`src/rtl/mem_access_unit.sv`:
```
// rtl/mem_access_unit.sv - MEM-stage load/store initiator for a word-only data memory.
// Optional per-kind request counters are enabled by defining MEM_ACCESS_STATS_EN.
module mem_access_unit (
   input  logic        clk,
   input  logic        reset,
   input  logic        req_valid,
   input  logic        req_we,
   input  logic [1:0]  req_size,
   input  logic        req_signed,
   input  logic [31:0] req_addr,
   input  logic [31:0] req_wdata,
   output logic        req_ready,
   output logic        stall,
   output logic        resp_valid,
   output logic [31:0] resp_rdata,
   output logic        misaligned,
   output logic        mem_we,
   output logic [31:0] mem_a,
   output logic [31:0] mem_wd,
   input  logic [31:0] mem_rd
`ifdef MEM_ACCESS_STATS_EN
   ,
   output logic [31:0] stat_loads,
   output logic [31:0] stat_stores,
   output logic [31:0] stat_rmw,
   output logic [31:0] stat_faults
`endif
);

   typedef enum logic [1:0] {IDLE, LOAD_RESP, RMW_WRITE} state_t;

   state_t      state, next_state;
   logic [31:0] rbuf;
   logic [1:0]  r_size, r_off;
   logic        r_signed;
   logic        is_byte, is_half, fault, capture;
   logic [31:0] shifted, merged, extended;
   logic [7:0]  lane_b;
   logic [15:0] lane_h;

   always_comb begin
      is_byte = (req_size == 2'b00);
      is_half = (req_size == 2'b01);
      fault   = (is_half & req_addr[0]) | (~is_byte & ~is_half & (|req_addr[1:0]));
      mem_a   = {req_addr[31:2], 2'b00};
   end

   // Response data comes only from the captured word and captured request fields.
   always_comb begin
      shifted = rbuf >> {r_off, 3'b000};
      lane_b  = shifted[7:0];
      lane_h  = r_off[1] ? rbuf[31:16] : rbuf[15:0];
      case (r_size)
         2'b00:   extended = {{24{r_signed & lane_b[7]}}, lane_b};
         2'b01:   extended = {{16{r_signed & lane_h[15]}}, lane_h};
         default: extended = rbuf;
      endcase
      merged = rbuf;
      if (r_size == 2'b00)
         merged[{r_off, 3'b000} +: 8] = req_wdata[7:0];
      else
         merged[{r_off[1], 4'b0000} +: 16] = req_wdata[15:0];
   end

   always_comb begin
      next_state = state;
      req_ready  = 1'b0;
      resp_valid = 1'b0;
      resp_rdata = 32'd0;
      misaligned = 1'b0;
      mem_we     = 1'b0;
      mem_wd     = 32'd0;
      capture    = 1'b0;
      if (!reset) begin
         case (state)
            IDLE: begin
               if (req_valid) begin
                  if (fault) begin
                     req_ready  = 1'b1;
                     misaligned = 1'b1;
                  end else if (req_we && !is_byte && !is_half) begin
                     mem_we    = 1'b1;
                     mem_wd    = req_wdata;
                     req_ready = 1'b1;
                  end else begin
                     capture    = 1'b1;
                     next_state = req_we ? RMW_WRITE : LOAD_RESP;
                  end
               end
            end
            LOAD_RESP: begin
               req_ready  = 1'b1;
               resp_valid = 1'b1;
               resp_rdata = extended;
               next_state = IDLE;
            end
            RMW_WRITE: begin
               mem_we     = 1'b1;
               mem_wd     = merged;
               req_ready  = 1'b1;
               next_state = IDLE;
            end
            default: next_state = IDLE;
         endcase
      end
      stall = req_valid & ~req_ready;
   end

   always_ff @(posedge clk) begin
      if (reset) begin
         state    <= IDLE;
         rbuf     <= 32'd0;
         r_size   <= 2'b00;
         r_off    <= 2'b00;
         r_signed <= 1'b0;
      end else begin
         state <= next_state;
         if (capture) begin
            rbuf     <= mem_rd;
            r_size   <= req_size;
            r_off    <= req_addr[1:0];
            r_signed <= req_signed;
         end
      end
   end

`ifdef MEM_ACCESS_STATS_EN
   always_ff @(posedge clk) begin
      if (reset) begin
         stat_loads  <= 32'd0;
         stat_stores <= 32'd0;
         stat_rmw    <= 32'd0;
         stat_faults <= 32'd0;
      end else begin
         if (resp_valid)           stat_loads  <= stat_loads + 32'd1;
         if (mem_we && req_ready)  stat_stores <= stat_stores + 32'd1;
         if (state == RMW_WRITE)   stat_rmw    <= stat_rmw + 32'd1;
         if (misaligned)           stat_faults <= stat_faults + 32'd1;
      end
   end
`endif

endmodule

```
`config.mk`:
```
export PLATFORM = sky130hd
export DESIGN_NAME = mem_access_unit
export DESIGN_NICKNAME = d
export VERILOG_FILES = /design/src/rtl/mem_access_unit.sv
export SDC_FILE = /design/constraint.sdc
export NUM_CORES = 1
export LEC_CHECK = 0
export ABC_AREA = 1
export BUFFER_PORTS_ARGS = -buffer_cell sky130_fd_sc_hd__clkbuf_2
export CORE_MARGIN = 3
export CORE_UTILIZATION = 45
export CTS_BUF_LIST = sky130_fd_sc_hd__clkbuf_4
export CTS_CLUSTER_DIAMETER = 200
export DETAILED_ROUTE_END_ITERATION = 6
export GPL_ROUTABILITY_DRIVEN = 0
export PLACE_DENSITY = 0.75
export SLEW_MARGIN = 10
export SYNTH_ARGS = -nofsm -noshare
export SYNTH_HDL_FRONTEND = slang
export SYNTH_SLANG_ARGS = --single-unit
```
`constraint.sdc`:
```
create_clock -name clk -period 2.7 [get_ports clk]
set_input_delay 0.27 -clock clk [delete_from_list [all_inputs] [get_ports clk]]
set_output_delay 0.27 -clock clk [all_outputs]
set_load 0.03 [all_outputs]
```
==> flow_metrics.env <==
export IMPL_synth_seq_cells=39
export IMPL_drtIter0Drc=784
export IMPL_grt_util_met2_pct=42.5
export IMPL_grt_setup_unrepaired="true"
export IMPL_busiest_layer="met2"
export IMPL_finalWirelength_microns=14600
export IMPL_nNetsFinal=948
export IMPL_setup_slack_ns=0.132
export IMPL_cts_made_buffers=5
export IMPL_viasPerCell=5.55
export IMPL_clk_pin_slew_ns=0.13
export IMPL_cp_arrival_ns=2.30
export IMPL_io_pins=204
export IMPL_dpl_hpwl_microns=11000
export IMPL_grt_pass1_vias=4446
export IMPL_drc=0
export IMPL_area_delta_synth_final_pct=12.6
export IMPL_hold_viol_final=0
export IMPL_yosys_top_cells_area="nand2_1, dfxtp_1, a21oi_1, nand3_1, o21ai_0"
export IMPL_num_antenna_cells=0
export IMPL_yosysMostFrequentCell="nand2_1"
export IMPL_path_class="reg2out"
export IMPL_worstPathRequired_ns=2.43
export IMPL_fin_crit_ns=2.57
export IMPL_ir_drop_v=0.000250
export IMPL_wl_per_cell_microns=15.5
export IMPL_cts_tree="built"
export IMPL_r2r_slack_ns=0.97
export IMPL_cp_end_kind="primary output"
export IMPL_path_cells="inv_6, ha_1, nor2_2, nand3_1, nand2_1, nand3_1, a21oi_1, clkbuf_2"
export IMPL_dr_pass1_iters=6
export IMPL_finalSetupViolations=0
export IMPL_p_per_area_nw_per_um2=349
export IMPL_postSynthCellCount=757
export IMPL_crit_path_top_delay_cell="dfxtp_1"
export IMPL_maxSlewViolCount=0
export IMPL_synthFlopType="dfxtp_1"
export IMPL_holdWs_ns=0.0953
export IMPL_grt_use_met3_pct=3.52
export IMPL_cp_num_cells=8
export IMPL_crit_family="simple AND/OR/NAND/NOR gates"
export IMPL_grt_remaining_overflow=0
export IMPL_start_util_pct=47.3
export IMPL_core_sq_um=8930
export IMPL_syn_area_sq_um=4230
export IMPL_grt_start_max_net_pins=40
export IMPL_fp_dieW_microns=103
export IMPL_skew_ns=0.0273
export IMPL_ctsHoldBuffers=0
export IMPL_synth_edff_count=0
export IMPL_async_reset_ff_share_pct=0
export IMPL_antenna_found_initial=0
export IMPL_synth_cell_types=30
export IMPL_netlist_top_cells_count="nand2_1, a21oi_1, nand3_1"
export IMPL_hold_depth=3
export IMPL_via_count=5242
export IMPL_outcome="complete, no violations"
export IMPL_crit_fanout=31
export IMPL_drive_above_1_share_pct=22.6
export IMPL_die_area_sq_um=10600
export IMPL_critical_path_buf_inv_count=2
export IMPL_cp_start_kind="flip-flop"
export IMPL_clk_latency_ns=0.36
export IMPL_htree_levels=2
export IMPL_die_h_microns=103
export IMPL_max_stage_delay_ns=0.44
export IMPL_synth_top_cell_area_share_pct=22.4
export IMPL_cts_sinks=39
export IMPL_grt_usage_pct=26.8
export IMPL_crit_top_cell="nand3_1"
export IMPL_final_antenna_net_count=0
export IMPL_yosys_warnings=0
export IMPL_syn_avg_cell_area_sq_um=5.58
export IMPL_root_buffer="clkbuf_4"
export IMPL_cap_violations=0
export IMPL_worstRegToRegCells=8
export IMPL_power_leakage_nw=2.24
export IMPL_dp_slack_ns=0.356
export IMPL_maxClockFrequency_mhz=389
export IMPL_clk_path_buf_depth=2
export IMPL_io_buffers=141
export IMPL_grt_use_met1_pct=36.4
export IMPL_hp_class="in2reg"
export IMPL_min_period_over_period_pct=95.1
export IMPL_fp_row_count=34
export IMPL_grt_pass1_wl_microns=22600
export IMPL_synth_top_area_cell="nand2_1"
export IMPL_cts_setup_buffers=0
export IMPL_ys_seq_area_share_pct=18.5
-- state kept, by name, indices dropped and copies added, names as in the netlist --
register  flops
r_off         2
r_size        2
state         2
rbuf         32
r_signed      1
-- per-layer routing --
layer	routed length [microns]	vias to the layer above	part of all wire (%)
li1	-	2617	-
met1	6050	2275	41
met2	6330	297	43
met3	1580	53	11
met4	673	0	4.6
met5	0	-	0
-- repair_timing --
action	4_1_cts	5_1_grt
gates resized for setup	2	14
setup endpoints to repair	5	48
endpoints found under the hold margin	0	0
-- cell type report --
class / instances / area, sq um
Inverter: 45 / 181
Sequential cell: 39 / 782
Clock buffer: 5 / 37.5
Tap cell: 108 / 135
Multi-Input combinational cell: 590 / 2760
Timing Repair Buffer: 155 / 822
Clock inverter: 3 / 46.3
Fill cell: 983 / 4170
-- path summary, 6_finish.rpt --
| path | from | endpoint |
|---|---|---|
| min | mem_rd[11] | rbuf[11] |
| max | r_off[1] | mem_wd[7] |
| max reg2reg | state[1] | rbuf[8] |
| min reg2reg | rbuf[0] | rbuf[0] |
-- cell usage in the layout, fill, tap and decap left out, types with 2 or more instances in the layout --
cell / Yosys / routed
nand3_1: 99 / 99
nand2_2: 2 / 3
inv_6: 1 / 2
inv_1: 38 / 33
clkbuf_4: 0 / 5
conb_1: 1 / 2
o21ai_0: 53 / 53
ha_1: 9 / 8
buf_4: 34 / 12
dfxtp_1: 39 / 38
clkinvlp_4: 0 / 2
nor3_1: 8 / 8
o221ai_1: 5 / 5
nor2_2: 2 / 5
inv_2: 4 / 7
a21oi_1: 101 / 101
nor2_1: 39 / 36
nand2_1: 252 / 250
clkbuf_2: 0 / 141
o211ai_1: 11 / 11
-- tightest hold or removal path: stages --
cell	delay [ns]
clkbuf_2	0.07
nand2_1	0.04
nand2_1	0.05
-- through the flow --
stage	area (sq um)	instances	power [W]	setup TNS, ns	util (%)
final	4760	945	0.00166	0	53.3
after global routing	4760	945	0.00176	-0.319	53.3
after CTS	4730	945	0.00165	0	52.9
after detailed placement	4640	937	0.00123	0	51.9
after global placement	4640	937	0.00123	0	51.9
after floorplan	4230	758	0.00115	0	-
-- power by group --
part,internal [W],switching (W)
clock,0.000198,0.000218
sequential,0.000609,0.0000633
combinational,0.000190,0.000382
total,0.000997,0.000663
-- logic make-up (layout without fill, tap and decap cells) --
logic type | count (synthesis) | count (layout) | share of synthesized area [%]
simple gates | 407 | 407 | 40.3
compound gates | 172 | 172 | 21.6
buf+inv | 129 | 208 | 16.9
flops | 39 | 39 | 18.5
fa+ha+maj | 9 | 9 | 2.66
other cells | 1 | 2 | 0.0887
Note: power is estimated with default switching activity, not from simulation.
